### src/rtl/nrisc_pkg.sv
// nrisc_pkg: shared definitions for the nRisc multicycle core.
//   - opcode values of the 16-bit instruction word (op field, bits [15:12])
//   - FSM state enumeration
//   - ALU operation codes
//   - isIllegal(): true for the reserved opcodes 0xB..0xE
package nrisc_pkg;

  localparam logic [3:0] OP_ADD  = 4'h0;
  localparam logic [3:0] OP_SUB  = 4'h1;
  localparam logic [3:0] OP_AND  = 4'h2;
  localparam logic [3:0] OP_OR   = 4'h3;
  localparam logic [3:0] OP_SLT  = 4'h4;
  localparam logic [3:0] OP_LI   = 4'h5;
  localparam logic [3:0] OP_LW   = 4'h6;
  localparam logic [3:0] OP_SW   = 4'h7;
  localparam logic [3:0] OP_BEQ  = 4'h8;
  localparam logic [3:0] OP_JMP  = 4'h9;
  localparam logic [3:0] OP_JR   = 4'hA;
  localparam logic [3:0] OP_HALT = 4'hF;

  typedef enum logic [2:0] {
    S_FETCH,
    S_DECODE,
    S_EXEC,
    S_MEM,
    S_WB,
    S_HALT
  } state_t;

  typedef enum logic [2:0] {
    ALU_ADD,
    ALU_SUB,
    ALU_AND,
    ALU_OR,
    ALU_SLT
  } aluOp_t;

  function automatic logic isIllegal(input logic [3:0] op);
    return op inside {4'hB, 4'hC, 4'hD, 4'hE};
  endfunction

endpackage

### src/rtl/nrisc_alu.sv
// nrisc_alu: combinational ALU of the nRisc core.
//   aluOp  in   operation select (ADD, SUB, AND, OR, SLT)
//   a, b   in   DATA_W operands
//   y      out  DATA_W result, modulo 2^DATA_W
//   equal  out  a == b, used by BEQ
module nrisc_alu
  import nrisc_pkg::*;
#(
  parameter int DATA_W = 8
) (
  input  aluOp_t            aluOp,
  input  logic [DATA_W-1:0] a,
  input  logic [DATA_W-1:0] b,
  output logic [DATA_W-1:0] y,
  output logic              equal
);

  // NOTE: every combinational output gets a default before the case so no
  // path leaves it unassigned, which would otherwise infer a latch.
  always_comb begin
    y = '0;
    case (aluOp)
      ALU_ADD: y = a + b;
      ALU_SUB: y = a - b;
      ALU_AND: y = a & b;
      ALU_OR:  y = a | b;
      ALU_SLT: y = DATA_W'($signed(a) < $signed(b));
      default: y = '0;
    endcase
  end

  assign equal = (a == b);

endmodule

### src/rtl/nrisc_mc.sv
// nrisc_mc: multicycle nRisc core with Harvard req/ack memory ports.
//   Clock, Reset   rising-edge clock, asynchronous active-low reset
//   IReq/IAddr     instruction fetch request and address (IAddr == PC)
//   IAck/IRData    fetch completion and instruction word
//   DReq/DWe       data access request, 1 = store
//   DAddr/DWData   data address and store data, stable while DReq is high
//   DAck/DRData    data access completion and load data
//   Halted         core stopped (HALT or illegal opcode)
//   Illegal        the stop came from an illegal opcode
module nrisc_mc
  import nrisc_pkg::*;
#(
  parameter int              DATA_W   = 8,
  parameter int              PC_W     = 8,
  parameter logic [PC_W-1:0] RESET_PC = '0
) (
  input  logic              Clock,
  input  logic              Reset,
  output logic              IReq,
  output logic [PC_W-1:0]   IAddr,
  input  logic              IAck,
  input  logic [15:0]       IRData,
  output logic              DReq,
  output logic              DWe,
  output logic [DATA_W-1:0] DAddr,
  output logic [DATA_W-1:0] DWData,
  input  logic              DAck,
  input  logic [DATA_W-1:0] DRData,
  output logic              Halted,
  output logic              Illegal
);

  state_t            state, stateNext;
  logic [PC_W-1:0]   pc, pcPlus1, pcNext;
  logic [15:0]       ir;
  logic [DATA_W-1:0] a, b, res, mdr;
  logic [DATA_W-1:0] regs [16];
  logic              running;
  logic              illegalQ;

  logic [3:0] op, rd, rs, rt;
  assign op = ir[15:12];
  assign rd = ir[11:8];
  assign rs = ir[7:4];
  assign rt = ir[3:0];

  logic              isMem;
  aluOp_t            aluOp;
  logic [DATA_W-1:0] aluB, aluY;
  logic              aluEqual;

  assign isMem = (op == OP_LW) || (op == OP_SW);
  assign aluB  = isMem ? DATA_W'($signed(ir[3:0])) : b;

  always_comb begin
    aluOp = ALU_ADD;
    case (op)
      OP_SUB:  aluOp = ALU_SUB;
      OP_AND:  aluOp = ALU_AND;
      OP_OR:   aluOp = ALU_OR;
      OP_SLT:  aluOp = ALU_SLT;
      default: aluOp = ALU_ADD;
    endcase
  end

  nrisc_alu #(.DATA_W(DATA_W)) uAlu (
    .aluOp (aluOp),
    .a     (a),
    .b     (aluB),
    .y     (aluY),
    .equal (aluEqual)
  );

  // Branch offsets are sign-extended to PC_W; the JR cast zero-extends or
  // truncates the register value to the PC width.
  assign pcPlus1 = pc + 1'b1;
  always_comb begin
    pcNext = pcPlus1;
    case (op)
      OP_BEQ:  pcNext = aluEqual ? pcPlus1 + PC_W'($signed(ir[3:0])) : pcPlus1;
      OP_JMP:  pcNext = pcPlus1 + PC_W'($signed(ir[7:0]));
      OP_JR:   pcNext = PC_W'(a);
      default: pcNext = pcPlus1;
    endcase
  end

  always_ff @(posedge Clock or negedge Reset) begin
    if (!Reset) state <= S_FETCH;
    else        state <= stateNext;
  end

  always_comb begin
    stateNext = state;
    case (state)
      S_FETCH:  if (IReq && IAck) stateNext = S_DECODE;
      S_DECODE: stateNext = (op == OP_HALT || isIllegal(op)) ? S_HALT : S_EXEC;
      S_EXEC: begin
        if (op == OP_BEQ || op == OP_JMP || op == OP_JR) stateNext = S_FETCH;
        else if (isMem)                                  stateNext = S_MEM;
        else                                             stateNext = S_WB;
      end
      S_MEM:    if (DAck) stateNext = (op == OP_SW) ? S_FETCH : S_WB;
      S_WB:     stateNext = S_FETCH;
      S_HALT:   stateNext = S_HALT;
      default:  stateNext = S_FETCH;
    endcase
  end

  // The register file is cleared on reset because the core guarantees all
  // registers read 0 after reset. r0 is never written, so it stays 0.
  // NOTE: all sequential state uses non-blocking assignments so every
  // register samples pre-edge values regardless of statement order.
  always_ff @(posedge Clock or negedge Reset) begin
    if (!Reset) begin
      pc       <= RESET_PC;
      ir       <= '0;
      a        <= '0;
      b        <= '0;
      res      <= '0;
      mdr      <= '0;
      running  <= 1'b0;
      illegalQ <= 1'b0;
      for (int i = 0; i < 16; i++) regs[i] <= '0;
    end else begin
      // running holds IReq low until the first edge after reset release.
      running <= 1'b1;
      case (state)
        S_FETCH:  if (IReq && IAck) ir <= IRData;
        S_DECODE: begin
          a <= regs[rs];
          b <= (op == OP_SW || op == OP_BEQ) ? regs[rd] : regs[rt];
          if (isIllegal(op)) illegalQ <= 1'b1;
        end
        S_EXEC: begin
          res <= (op == OP_LI) ? DATA_W'($signed(ir[7:0])) : aluY;
          pc  <= pcNext;
        end
        S_MEM:    if (DAck && op == OP_LW) mdr <= DRData;
        S_WB:     if (rd != 4'd0) regs[rd] <= (op == OP_LW) ? mdr : res;
        default:  ;
      endcase
    end
  end

  assign IReq    = running && (state == S_FETCH);
  assign IAddr   = pc;
  assign DReq    = (state == S_MEM);
  assign DWe     = (state == S_MEM) && (op == OP_SW);
  assign DAddr   = res;
  assign DWData  = b;
  assign Halted  = (state == S_HALT);
  assign Illegal = illegalQ;

endmodule
### config.mk
export PLATFORM = sky130hd
export DESIGN_NAME = nrisc_mc
export DESIGN_NICKNAME = d
export VERILOG_FILES = /design/src/rtl/nrisc_pkg.sv /design/src/rtl/nrisc_alu.sv /design/src/rtl/nrisc_mc.sv
export SDC_FILE = /design/constraint.sdc
export NUM_CORES = 1
export LEC_CHECK = 0
export BUFFER_PORTS_ARGS = -buffer_cell sky130_fd_sc_hd__buf_2
export CORE_AREA = 2 2 165 167
export DETAILED_ROUTE_END_ITERATION = 12
export DIE_AREA = 0 0 167 169
export PLACE_DENSITY_LB_ADDON = 0.3
export REMOVE_ABC_BUFFERS = 1
export SLEW_MARGIN = 10
export SYNTH_ARGS = -nofsm -noshare
export SYNTH_HDL_FRONTEND = slang
export SYNTH_SLANG_ARGS = --single-unit
### constraint.sdc
create_clock -name Clock -period 9.99 [get_ports Clock]
set_input_delay 1.998 -clock Clock [delete_from_list [all_inputs] [get_ports Clock]]
set_output_delay 1.998 -clock Clock [all_outputs]
set_load 0.02 [all_outputs]
# Word-level counts from Yosys, hierarchy flattened
# Cells that the tools add are included.
[word_totals]
regBits = 189
word_cells = 113
[op_classes]
addsub = 5
magnitude_cmp = 5
n_eq_ne = 27
mux = 27
bitwise = 5
reduce_logical = 19
[op_table]
columns = ["operator", "n"]
rows = [
  ["128-bit bitwise mux", 1],
  ["8-bit binary-select mux with 4-bit select", 3],
  ["8-bit 2-to-1 mux", 12],
  ["8-bit one-hot mux with 5 select lines", 1],
  ["8-bit demux with 4-bit select", 1],
  ["4-bit == test (second input constant)", 8],
  ["8-bit adder", 3],
  ["8-bit one-hot mux with 3 select lines", 1],
  ["3-bit 2-to-1 mux", 6],
  ["4-bit by 3-bit == test with 1-bit output (second input constant)", 4],
  ["5-bit greater-or-equal comparator (second input constant)", 3],
  ["4-bit NOT with 5-bit output", 3],
  ["3-bit one-hot mux with 5 select lines", 1],
  ["3-bit by 2-bit == test with 1-bit output (second input constant)", 4],
  ["3-bit one-hot mux with 4 select lines", 1],
  ["2-bit AND reduction", 5],
  ["3-bit == test (second input constant)", 3],
  ["8-bit by 1-bit adder with 8-bit output (second input constant)", 1],
  ["8-bit AND", 1],
  ["4-bit by 2-bit == test with 1-bit output (second input constant)", 2],
  ["8-bit == test", 1],
  ["8-bit < comparator", 1],
  ["8-bit OR", 1],
  ["4-bit nonzero test", 2],
  ["other kinds (9)", 19],
]

# Depth between registers and ports, before layout
# Gate-level depths: netlist (run 1).
[logic_depth]
depth_word = 6
mapped_depth = 15
mapped_depth_nobuf = 14

# Hierarchy
# From an unflattened synthesis (run 1), not the netlist that was laid out.
[unflattened]
hier_cells = 1093
area_unflattened_um2 = 12137.9
[by_module_without_submodules]
columns = ["module", "n_inst", "cells_each", "area_each_um2", "seq_area_each_um2"]
rows = [
  ["nrisc_mc", 1, 932, 10980.5, 4729.5],
  ["nrisc_alu", 1, 161, 1157.4, 0.0],
]

# Worst setup path after synthesis (run 1)
# OpenSTA, ideal clock, no wires.
[synth_timing]
kind = "register to register"
startpoint = "reg ir[3]"
endpoint = "reg pc[7], in the netlist IAddr[7]"
setup_ns = 0.121
arrival_time_ns = 3.389
slack_ns = 6.480
path_stages_with_launch = 13
n_path_buf = 1
period_less_slack_ns = 3.510
path_cell_list = "dfrtp_1 buf_1 nand3_1 nand2_1 inv_1 ha_1 or4_1 and4bb_2 o311ai_4 a221oi_2 o21ai_1 o21a_1 o22a_1"
[synth_between]
elab_chain_cells = 4
word_cells_on_any_way = 6
[synth_rtl]
columns = ["item", "line_no", "text"]
rows = [
  ["from (decl)", "nrisc_mc.sv:35", "logic [15:0] ir;"],
  ["from (signal assigned)", "nrisc_mc.sv:128", "S_FETCH: if (IReq && IAck) ir <= IRData;"],
  ["parallel branches: the longest is 3 deep, another holds 8-bit adder", "n/a", ""],
  ["8-bit one-hot mux with 3 select lines *", "nrisc_mc.sv:79", "case (op)"],
  ["to (signal assigned)", "nrisc_mc.sv:136", "pc <= pcNext;"],
  ["to (decl)", "nrisc_mc.sv:34", "logic [PC_W-1:0] pc, pcPlus1, pcNext;"],
]
# Every way passes the cells marked *.
# A chain may end at the register's enable or synchronous reset.

# Worst setup path in the final report (run 1)
[layout_timing]
startpoint = "reg ir[12]"
endpoint = "out DWe"
[layout_between]
elab_chain_cells = 2
[layout_rtl]
columns = ["item", "line_no", "text"]
rows = [
  ["4-bit by 3-bit == test with 1-bit output", "nrisc_mc.sv:148", "assign DWe = (state == S_MEM) && (op == OP_SW);"],
  ["1-bit logical AND", "nrisc_mc.sv:148", ""],
  ["to (decl)", "nrisc_mc.sv:24", "output logic DWe,"],
]
# Every way passes these cells.

==> key figures, run 1 <==
Outcome
  – Status: finished clean

Synthesis
  – Post-synthesis mux area share: 0.270
  – Synthesized area per cell: 11.0 µm²
  – Yosys reg bits: 189
  – Simple-gate share of the synthesized area: 0.101
  – EDFF count, synth: 0
  – Ys flop type: dfrtp_1
  – Post-synthesis adder-cell area fraction: 0.0423
  – Synth async-reset ratio: 1.00
  – Register area share after synthesis: 0.402
  – Mapped Area: 11,800 µm²
  – Largest family of logic cells by synthesized area: multiplexers
  – Xor and xnor area share after synthesis: 0.0161
  – Distinct cell type count after synthesis: 57
  – Cells after Synth: 1,066
  – Compound-cell area share of the yosys netlist: 0.130
  – YS warnings: 0

Worst setup path
  – Reg2reg setup slack: 5900 ps
  – Bufs and invs on worst path: 1
  – CP Capture Type: primary output
  – Worst EP arrival: 2290 ps
  – WS Path Type: flip-flop to primary output
  – CP Cell Sequence: nand2_1, nor3_1, and3_1, buf_2
  – Max Fanout on Critical Path: 25
  – Worst EP required: 7990 ps
  – CP top delay family: flip-flops
  – Startpoint types: flip-flop
  – CP max stage cell: dfrtp_1
  – Slowest stage delay, CP: 890 ps

Clocking
  – Root Buffer Master: clkbuf_16
  – Clock-pin slew on the worst setup and hold paths: 70 ps
  – CTS Buf Count: 17
  – Clock Tree Buf Depth: 2
  – Clk_lat worst skew: 450 ps
  – CTS Hold Bufs: 0
  – CTS tree: done
  – Post-CTS Repair Setup Buffers: 0
  – H-tree depth: 4
  – # clock sinks: 189
  – Post_cts resized: 0

Layout
  – Most common cell after layout, fill and taps aside: dfrtp_1
  – # diodes: 0
  – Commonest non-fill, non-tap cells in the layout: dfrtp_1, nand2_1, mux4_2
  – Final net count: 1,145
  – Reg area: 4730 µm²
  – FILL cells: 2,396
  – Multi-input logic area: 6600 µm²
  – P&R area growth vs syn: 9.98%
  – Share of cells above drive strength 1: 0.251

Place
  – DP Worst Slack: 5940 ps
  – IO buf count: 56
  – DP HPWL: 21,400 µm
  – GPL Wtd Cong: 0.938

Flow run
  – MaxCap Viol Count: 0

Route
  – Antenna-violating nets left: 0
  – DR vias: 8,730
  – WL final: 32,500 µm
  – Avg WL per Cell: 22.7 µm
  – Remaining DRCs: 0
  – TritonRoute pass-1 iters: 5
  – Drt initial violations: 697
  – Vias per cell: 6.09

Floorplan
  – CORE AREA: 26,500 µm²
  – Starting Density: 0.444
  – Die ar.: 28,200 µm²
  – Boundary Pins: 57
  – Std-Cell Rows: 60
  – Die extent in x: 167 µm
  – Die Y: 169 µm

Timing
  – Unrepaired setup endpoints after global routing: no
  – Final setup fails: 0
  – Slew HR: 0.182
  – Hold Violations, Final: 0
  – FMAX: 233 MHz
  – Worst-Margin Slew: 1190 ps
  – Fin crit period: 4290 ps
  – Post-Route Setup TNS: 0 ps
  – Setup ws final: 5700 ps
  – Max-slew violation count: 0
  – Clk_skew: 10.7 ps
  – Crit share post-route: 0.430

Pwr
  – Switch Pwr: 2.02 mW
  – Sw frac: 0.448
  – Pleak: 5.52 nW
  – Seq pwr share: 0.309
  – Int Power: 2.49 mW
  – Pwr dens: 349 nW/µm²
  – Logic gate share of total power: 0.534
  – Clock power share: 0.157
  – Maximum vdd drop: 0.229 mV

GRT
  – Largest net degree at the start of global routing: 119
  – Overall Global Routing Usage: 0.237
  – First-pass GRT wire length: 50,700 µm
  – Vias in the first global route: 8,573
  – Initial antenna violation count: 1
  – Congestion Overflow GR: 0

Hold path
  – Worst Hold Class: flip-flop to flip-flop
[power groups by stage]
stage / clock (mW) / sequential, mW / combinational (mW)
floorplan: 0 / 1.48 / 1.58
global placement: 0 / 1.38 / 2.38
detailed placement: 0 / 1.40 / 2.40
CTS: 0.715 / 1.39 / 2.41
global route: 0.746 / 1.43 / 2.64
finish: 0.708 / 1.40 / 2.41
[path summary, 6_finish.rpt]
path,endpoint,from,depth (start not counted)
max reg2reg,IAddr[7]$_DFFE_PN0P_,ir[14]$_DFFE_PN0P_,14
max in group asynchronous,regs[125]$_DFFE_PN0P_,Reset,2
min reg2reg,regs[127]$_DFFE_PN0P_,regs[127]$_DFFE_PN0P_,0
min in group asynchronous,IAddr[4]$_DFFE_PN0P_,Reset,1
min,regs[127]$_DFFE_PN0P_,regs[127]$_DFFE_PN0P_,0
max,DWe,ir[12]$_DFFE_PN0P_,4
[cell type report]
cell class	count	area share
Multi-Input combinational cell	763	0.510
Clock inverter	13	0.0119
Tap cell	341	0.0330
Clock buffer	19	0.0350
Sequential cell	189	0.366
Timing Repair Buffer	78	0.0351
Inverter	30	0.00870
[metal layers]
layer  up-vias  global-route usage  routed length [µm]
met5         -                   0                  12
met4         2              0.0825                 975
met3        55              0.0514                2080
met2       310               0.399               16000
met1      4395               0.306               13500
li1       3968                   -                   -
[synth_stat cells, types with 6 or more instances]
library cell,n,area share
a21o_1,7,0.0045
a21oi_1,83,0.035
a221oi_1,7,0.0052
a31oi_1,8,0.0043
and3_1,7,0.0037
buf_2,13,0.0055
clkbuf_1,66,0.021
dfrtp_1,189,0.40
ha_1,35,0.037
inv_1,30,0.0096
mux2_2,27,0.026
mux2i_1,17,0.014
mux4_2,120,0.23
nand2_1,129,0.041
nand2b_1,9,0.0048
nand3_1,13,0.0055
nor2_1,94,0.030
nor2b_1,6,0.0032
nor3_1,8,0.0034
o21ai_0,100,0.043
o22ai_1,7,0.0037
o31ai_1,6,0.0038
xnor2_1,13,0.0097
xor2_1,6,0.0045
[sequential cells by signal, summed over array words and instances (netlist names)]
signal,count
DAddr,8
DWData,8
IAddr,8
Illegal,1
a,8
ir,16
mdr,8
regs,128
running,1
state,3
[cell families after synthesis]
family	Yosys count
xor+xnor	20
simple gates	281
buf+inv	114
other cells	1
fa+ha+maj	38
compound gates	259
flops	189
mux	164
[per-stage QoR]
step	area, µm²	std cells	util	hold WS [ps]	total power, mW
after global routing	12900	1433	0.488	439	4.82
after detailed placement	12300	1401	0.465	402	3.80
after global placement	12300	1401	0.465	396	3.76
final	12900	1433	0.488	416	4.51
after floorplan	11400	982	-	381	3.06
after CTS	12900	1433	0.488	418	4.51
No activity file was read; power rests on OpenSTA's default activity.
==> inputs of run 2 (changes only) <==
clock period = 4.5 ns   (was 9.99 ns; I/O delays follow)
==> key figures, run 2 (synthesis results as in run 1) <==
Route
  – Remaining DRCs: 0 (unchanged)
  – Met1 wire length: 13,600 µm (was 13,500 µm)
  – Avg WL per Cell: 22.8 µm (was 22.7 µm)
  – Metal3 WL: 1860 µm (was 2080 µm)
  – WL final: 32,800 µm (was 32,500 µm)
  – Antenna-violating nets left: 0 (unchanged)
  – Max Used Layer: met4 (was met5)
  – Drt initial violations: 765 (was 697)
  – WL met2: 16,400 µm (was 16,000 µm)
  – TritonRoute pass-1 iters: 7 (was 5)
  – Vias per cell: 6.10 (was 6.09)
  – DR vias: 8,772 (was 8,730)

Pwr
  – Power Total: 10.1 mW (was 4.51 mW)
  – Pwr dens: 778 nW/µm² (was 349 nW/µm²)
  – Sw frac: 0.438 (was 0.448)
  – Logic gate share of total power: 0.520 (was 0.534)
  – Seq pwr share: 0.316 (was 0.309)
  – Clock power share: 0.164 (was 0.157)
  – Maximum vdd drop: 0.499 mV (was 0.229 mV)
  – Int Power: 5.70 mW (was 2.49 mW)
  – Pleak: 5.56 nW (was 5.52 nW)
  – Switch Pwr: 4.44 mW (was 2.02 mW)

Layout
  – Final net count: 1,151 (was 1,145)
  – Most common cell after layout, fill and taps aside: dfrtp_1 (unchanged)
  – Commonest non-fill, non-tap cells in the layout: dfrtp_1, nand2_1, mux4_2 (unchanged)
  – Max reg flops: 128 (unchanged)
  – # diodes: 0 (unchanged)
  – Top Registers: regs: 128 flops, ir: 16 flops (unchanged)
  – Share of cells above drive strength 1: 0.254 (was 0.251)
  – Biggest register: regs (unchanged)
  – Design area: 13,000 µm² (was 12,900 µm²)
  – P&R area growth vs syn: 10.8% (was 9.98%)

Worst setup path
  – Max Fanout on Critical Path: 13 (was 25)
  – Worst EP required: 4820 ps (was 7990 ps)
  – Worst EP arrival: 4450 ps (was 2290 ps)
  – CP Capture Type: flip-flop (was primary output)
  – R2R Path End: IAddr[7]$_DFFE_PN0P_ (unchanged)
  – Cell repeated most along the worst path: nand2_1
  – Bufs and invs on worst path: 2 (was 1)
  – Startpoint types: flip-flop (unchanged)
  – CP top delay family: simple AND/OR/NAND/NOR gates (was flip-flops)
  – CP Capture Point: IAddr[7]$_DFFE_PN0P_ (was DWe)
  – Reg2reg setup slack: 380 ps (was 5900 ps)
  – Crit. Startpoint: ir[14]$_DFFE_PN0P_ (was ir[12]$_DFFE_PN0P_)
  – CP Depth: 14 (was 4)
  – FF-to-FF Start: ir[14]$_DFFE_PN0P_ (unchanged)
  – CP max stage cell: or4_1 (was dfrtp_1)
  – Slowest stage delay, CP: 600 ps (was 890 ps)
  – CP Cell Sequence: inv_1, nor2_1, nand2_1, nand2_1, nand2_1, inv_1, ha_1, or4_1, and4bb_2, o311ai_4, a221oi_2, o21ai_1, o21a_1, o22a_1 (was nand2_1, nor3_1, and3_1, buf_2)
  – WS Path Type: flip-flop to flip-flop (was flip-flop to primary output)
  – Reg2Reg Depth: 14 (unchanged)

Floorplan
  – Die extent in x: 167 µm (unchanged)
  – CORE AREA: 26,500 µm² (unchanged)
  – Boundary Pins: 57 (unchanged)
  – Die ar.: 28,200 µm² (unchanged)
  – Die Y: 169 µm (unchanged)
  – Starting Density: 0.444 (unchanged)
  – Std-Cell Rows: 60 (unchanged)

Clocking
  – Post_cts resized: 0 (unchanged)
  – Post-CTS Repair Setup Buffers: 0 (unchanged)
  – CTS tree: done (unchanged)
  – Clk_lat worst skew: 430 ps (was 450 ps)
  – Clock-pin slew on the worst setup and hold paths: 70 ps (about the same)
  – CTS Buf Count: 17 (unchanged)
  – CTS Hold Bufs: 0 (unchanged)
  – Clock Tree Buf Depth: 2 (unchanged)
  – H-tree depth: 4 (unchanged)
  – # clock sinks: 189 (unchanged)
  – Root Buffer Master: clkbuf_16 (unchanged)

Timing
  – Unrepaired setup endpoints after global routing: no (unchanged)
  – Final setup fails: 0 (unchanged)
  – Crit share post-route: 0.916
  – FMAX: 243 MHz
  – Max-slew violation count: 0 (unchanged)
  – Slew HR: 0.305 (was 0.182)
  – Setup ws final: 380 ps (was 5700 ps)
  – Hold slack: 421 ps (was 416 ps)
  – Clk_skew: 9.93 ps (was 10.7 ps)
  – Hold Violations, Final: 0 (unchanged)
  – Fin crit period: 4120 ps
  – Post-Route Setup TNS: 0 ps (unchanged)
  – Worst-Margin Slew: 1040 ps (was 1190 ps)

Place
  – GPL Wtd Cong: 0.958 (was 0.938)
  – Area post-placement: 12,400 µm² (was 12,300 µm²)
  – DP HPWL: 21,900 µm (was 21,400 µm)
  – IO buf count: 56 (unchanged)
  – DP Worst Slack: 414 ps (was 5940 ps)

Flow run
  – MaxCap Viol Count: 0 (unchanged)

Hold path
  – Worst Hold Class: flip-flop to flip-flop (unchanged)
  – Hold Path Stages: 0 (unchanged)

GRT
  – Congestion Overflow GR: 0 (unchanged)
  – Largest net degree at the start of global routing: 86 (was 119)
  – Initial antenna violation count: 0 (was 1)
  – First-pass GRT wire length: 51,300 µm (was 50,700 µm)
  – Vias in the first global route: 8,510 (was 8,573)
  – Overall Global Routing Usage: 0.239 (was 0.237)

Outcome
  – Status: finished clean (unchanged)
-- run 2: worst min path at each step --
stage                                      from                    end  slack (ps)
final                     regs[124]$_DFFE_PN0P_  regs[124]$_DFFE_PN0P_         420
after global routing      regs[121]$_DFFE_PN0P_  regs[121]$_DFFE_PN0P_         430
after CTS                 regs[121]$_DFFE_PN0P_  regs[121]$_DFFE_PN0P_         420
after detailed placement  regs[121]$_DFFE_PN0P_  regs[121]$_DFFE_PN0P_         400
after global placement    regs[127]$_DFFE_PN0P_  regs[127]$_DFFE_PN0P_         400
after floorplan           regs[120]$_DFFE_PN0P_  regs[120]$_DFFE_PN0P_         380
-- run 2: layout make-up --
cell class,instances,area (µm²)
fillers,2383,13500
multi-input cells,763,6600
flip-flops and latches,189,4730
repair buffers,84,524
clock buffers,19,453
well taps,341,427
clock inverters,12,183
inverters,30,113
-- run 2: layer usage --
metal,vias up,global-route usage
li1,3988,-
met1,4416,0.317
met2,311,0.402
met3,57,0.0383
met4,0,0.0843
met5,-,0
-- run 2: metrics by stage --
step           utilization  instances
2_1_floorplan            -        982
3_3_place_gp         0.468       1407
3_5_place_dp         0.468       1407
4_1_cts              0.492       1438
5_1_grt              0.492       1438
6_report             0.492       1438
-- run 2: power by group through the flow --
stage	sequential [mW]	clock, mW	combinational [mW]
2_1_floorplan	3.30	0	3.50
3_3_place_gp	3.20	0	5.20
3_5_place_dp	3.23	0	5.22
4_1_cts	3.20	1.68	5.25
5_1_grt	3.31	1.75	5.76
6_report	3.21	1.66	5.27
==> inputs of run 3 (changes only) <==
CORE_AREA = 2 2 118 234   (was 2 2 165 167)
DIE_AREA = 0 0 120 236   (was 0 0 167 169)
==> key figures, run 3 (synthesis results as in run 1) <==
Worst setup path
  – WS Path Type: flip-flop to flip-flop (unchanged)
  – Cell repeated most along the worst path: nand2_1 (unchanged)
  – CP Capture Point: IAddr[7]$_DFFE_PN0P_ (unchanged)
  – Startpoint types: flip-flop (unchanged)
  – CP Capture Type: flip-flop (unchanged)
  – Crit. Startpoint: ir[14]$_DFFE_PN0P_ (unchanged)
  – CP max stage cell: dfrtp_1 (was or4_1)
  – Max Fanout on Critical Path: 13 (unchanged)
  – Slowest stage delay, CP: 570 ps (was 600 ps)
  – FF-to-FF Start: ir[14]$_DFFE_PN0P_ (unchanged)
  – Worst EP required: 4830 ps (was 4820 ps)
  – Reg2reg setup slack: 390 ps (was 380 ps)
  – CP Cell Sequence: inv_1, nor2_1, nand2_1, nand2_1, nand2_1, inv_1, ha_1, or4_1, and4bb_2, o311ai_4, a221oi_2, o21ai_1, o21a_1, o22a_1 (unchanged)
  – Reg2Reg Depth: 14 (unchanged)
  – Worst EP arrival: 4440 ps (was 4450 ps)
  – R2R Path End: IAddr[7]$_DFFE_PN0P_ (unchanged)

Clocking
  – Post-CTS Repair Setup Buffers: 0 (unchanged)
  – H-tree depth: 4 (unchanged)
  – Post_cts resized: 0 (unchanged)
  – Clock-pin slew on the worst setup and hold paths: 70 ps (about the same)
  – Clock Tree Buf Depth: 2 (unchanged)
  – # clock sinks: 189 (unchanged)
  – CTS Hold Bufs: 0 (unchanged)
  – CTS tree: done (unchanged)
  – Clk_lat worst skew: 440 ps (was 430 ps)
  – Root Buffer Master: clkbuf_16 (unchanged)
  – CTS Buf Count: 17 (unchanged)

Flow run
  – MaxCap Viol Count: 0 (unchanged)

Place
  – DP HPWL: 23,600 µm (was 21,900 µm)
  – IO buf count: 56 (unchanged)
  – GPL Wtd Cong: 0.935 (was 0.958)

Floorplan
  – Std-Cell Rows: 85 (was 60)
  – Die Y: 236 µm (was 169 µm)
  – Starting Density: 0.441 (was 0.444)
  – CORE AREA: 26,700 µm² (was 26,500 µm²)
  – Die extent in x: 120 µm (was 167 µm)
  – Boundary Pins: 57 (unchanged)
  – Die ar.: 28,300 µm² (was 28,200 µm²)

GRT
  – First-pass GRT wire length: 53,100 µm (was 51,300 µm)
  – Largest net degree at the start of global routing: 115 (was 86)
  – Met1 Resource Use GR: 0.337 (was 0.317)
  – Grt met3 use: 0.0365 (was 0.0383)
  – Vias in the first global route: 9,040 (was 8,510)
  – Congestion Overflow GR: 0 (unchanged)
  – M2 GR Usage: 0.400 (was 0.402)
  – Gr busiest metal: met2 (unchanged)
  – Initial antenna violation count: 0 (unchanged)
  – Overall Global Routing Usage: 0.251 (was 0.239)

Pwr
  – Pleak: 5.57 nW (was 5.56 nW)
  – Maximum vdd drop: 0.698 mV (was 0.499 mV)
  – Power Total: 10.2 mW (was 10.1 mW)
  – Pwr dens: 786 nW/µm² (was 778 nW/µm²)

Hold path
  – Hold_sp: regs[126]$_DFFE_PN0P_ (was regs[124]$_DFFE_PN0P_)
  – Worst Hold Class: flip-flop to flip-flop (unchanged)

Timing
  – Fin crit period: 4110 ps (was 4120 ps)
  – Unrepaired setup endpoints after global routing: no (unchanged)
  – Hold Violations, Final: 0 (unchanged)
  – Clk_skew: 7.90 ps (was 9.93 ps)
  – Crit share post-route: 0.914 (was 0.916)
  – Slew HR: 0.280 (was 0.305)
  – Final setup fails: 0 (unchanged)
  – Worst-Margin Slew: 1080 ps (was 1040 ps)
  – Max-slew violation count: 0 (unchanged)
  – Post-Route Setup TNS: 0 ps (unchanged)
  – FMAX: 243 MHz (about the same)

Route
  – WL final: 34,300 µm (was 32,800 µm)
  – Avg WL per Cell: 23.7 µm (was 22.8 µm)
  – Remaining DRCs: 0 (unchanged)
  – Vias per cell: 6.17 (was 6.10)
  – DR vias: 8,940 (was 8,772)
  – Antenna-violating nets left: 0 (unchanged)
  – Drt initial violations: 911 (was 765)
  – TritonRoute pass-1 iters: 6 (was 7)

Layout
  – Top Registers: regs: 128 flops, ir: 16 flops (unchanged)
  – Biggest register: regs (unchanged)
  – # diodes: 0 (unchanged)
  – P&R area growth vs syn: 10.9% (was 10.8%)
  – Share of cells above drive strength 1: 0.253 (was 0.254)
  – Max reg flops: 128 (unchanged)
  – Final net count: 1,154 (was 1,151)
  – Commonest non-fill, non-tap cells in the layout: dfrtp_1, nand2_1, mux4_2 (unchanged)
  – Most common cell after layout, fill and taps aside: dfrtp_1 (unchanged)

Outcome
  – Status: finished clean (unchanged)
==> run 3: changes by cell type in the layout (fill, tap and decap cells not counted), moves of 2 or more <==
cell,before,now
buf_4,26,30
inv_6,3,1
clkbuf_1,0,2
clkbuf_8,3,6
clkinv_2,2,0
==> run 3: layout make-up <==
cell class / count / area (µm²)
clock inverters: 7 / 126
clock buffers: 24 / 502
flip-flops and latches: 189 / 4730
multi-input cells: 763 / 6600
fillers: 2414 / 13700
repair buffers: 87 / 534
inverters: 30 / 113
well taps: 348 / 435
==> run 3: worst max-delay path, delay by kind of cell, from the launching register on <==
family                     cells  cell delay (ps)
and+or+nand+nor                6             1900
AOI/OAI and AO/OA              5              910
DFF                            1              570
adders and majority gates      1              310
buffers and inverters          2              300
==> run 3: worst min-delay path by stage <==
stage          cells past startpoint  slack (ps)               endpoint
2_1_floorplan                      0         380  regs[120]$_DFFE_PN0P_
3_3_place_gp                       0         390  regs[120]$_DFFE_PN0P_
3_5_place_dp                       0         400  regs[126]$_DFFE_PN0P_
4_1_cts                            0         420  regs[126]$_DFFE_PN0P_
5_1_grt                            0         440  regs[120]$_DFFE_PN0P_
6_report                           0         410  regs[126]$_DFFE_PN0P_
==> run 3: report_power, final <==
group | internal (mW) | switching, mW | total (mW)
clock | 0.953 | 0.660 | 1.61
combinational | 2.47 | 2.97 | 5.43
sequential | 2.27 | 0.927 | 3.20
==> run 3: layer usage <==
layer / vias to the layer above / wire, µm
li1: 3995 / -
met1: 4502 / 14000
met2: 353 / 16600
met3: 90 / 1950
met4: 0 / 1700
met5: - / 0
==> run 3: per-stage QoR <==
| step | utilization | area (µm²) | setup slack (ps) | std cells | hold slack, ps |
|---|---|---|---|---|---|
| finish | 0.488 | 13000 | 385 | 1448 | 415 |
| global route | 0.488 | 13000 | 73.4 | 1448 | 436 |
| CTS | 0.488 | 13000 | 449 | 1448 | 418 |
| detailed placement | 0.465 | 12400 | 467 | 1417 | 403 |
| global placement | 0.465 | 12400 | 609 | 1417 | 394 |
| floorplan | - | 11400 | 1020 | 982 | 381 |
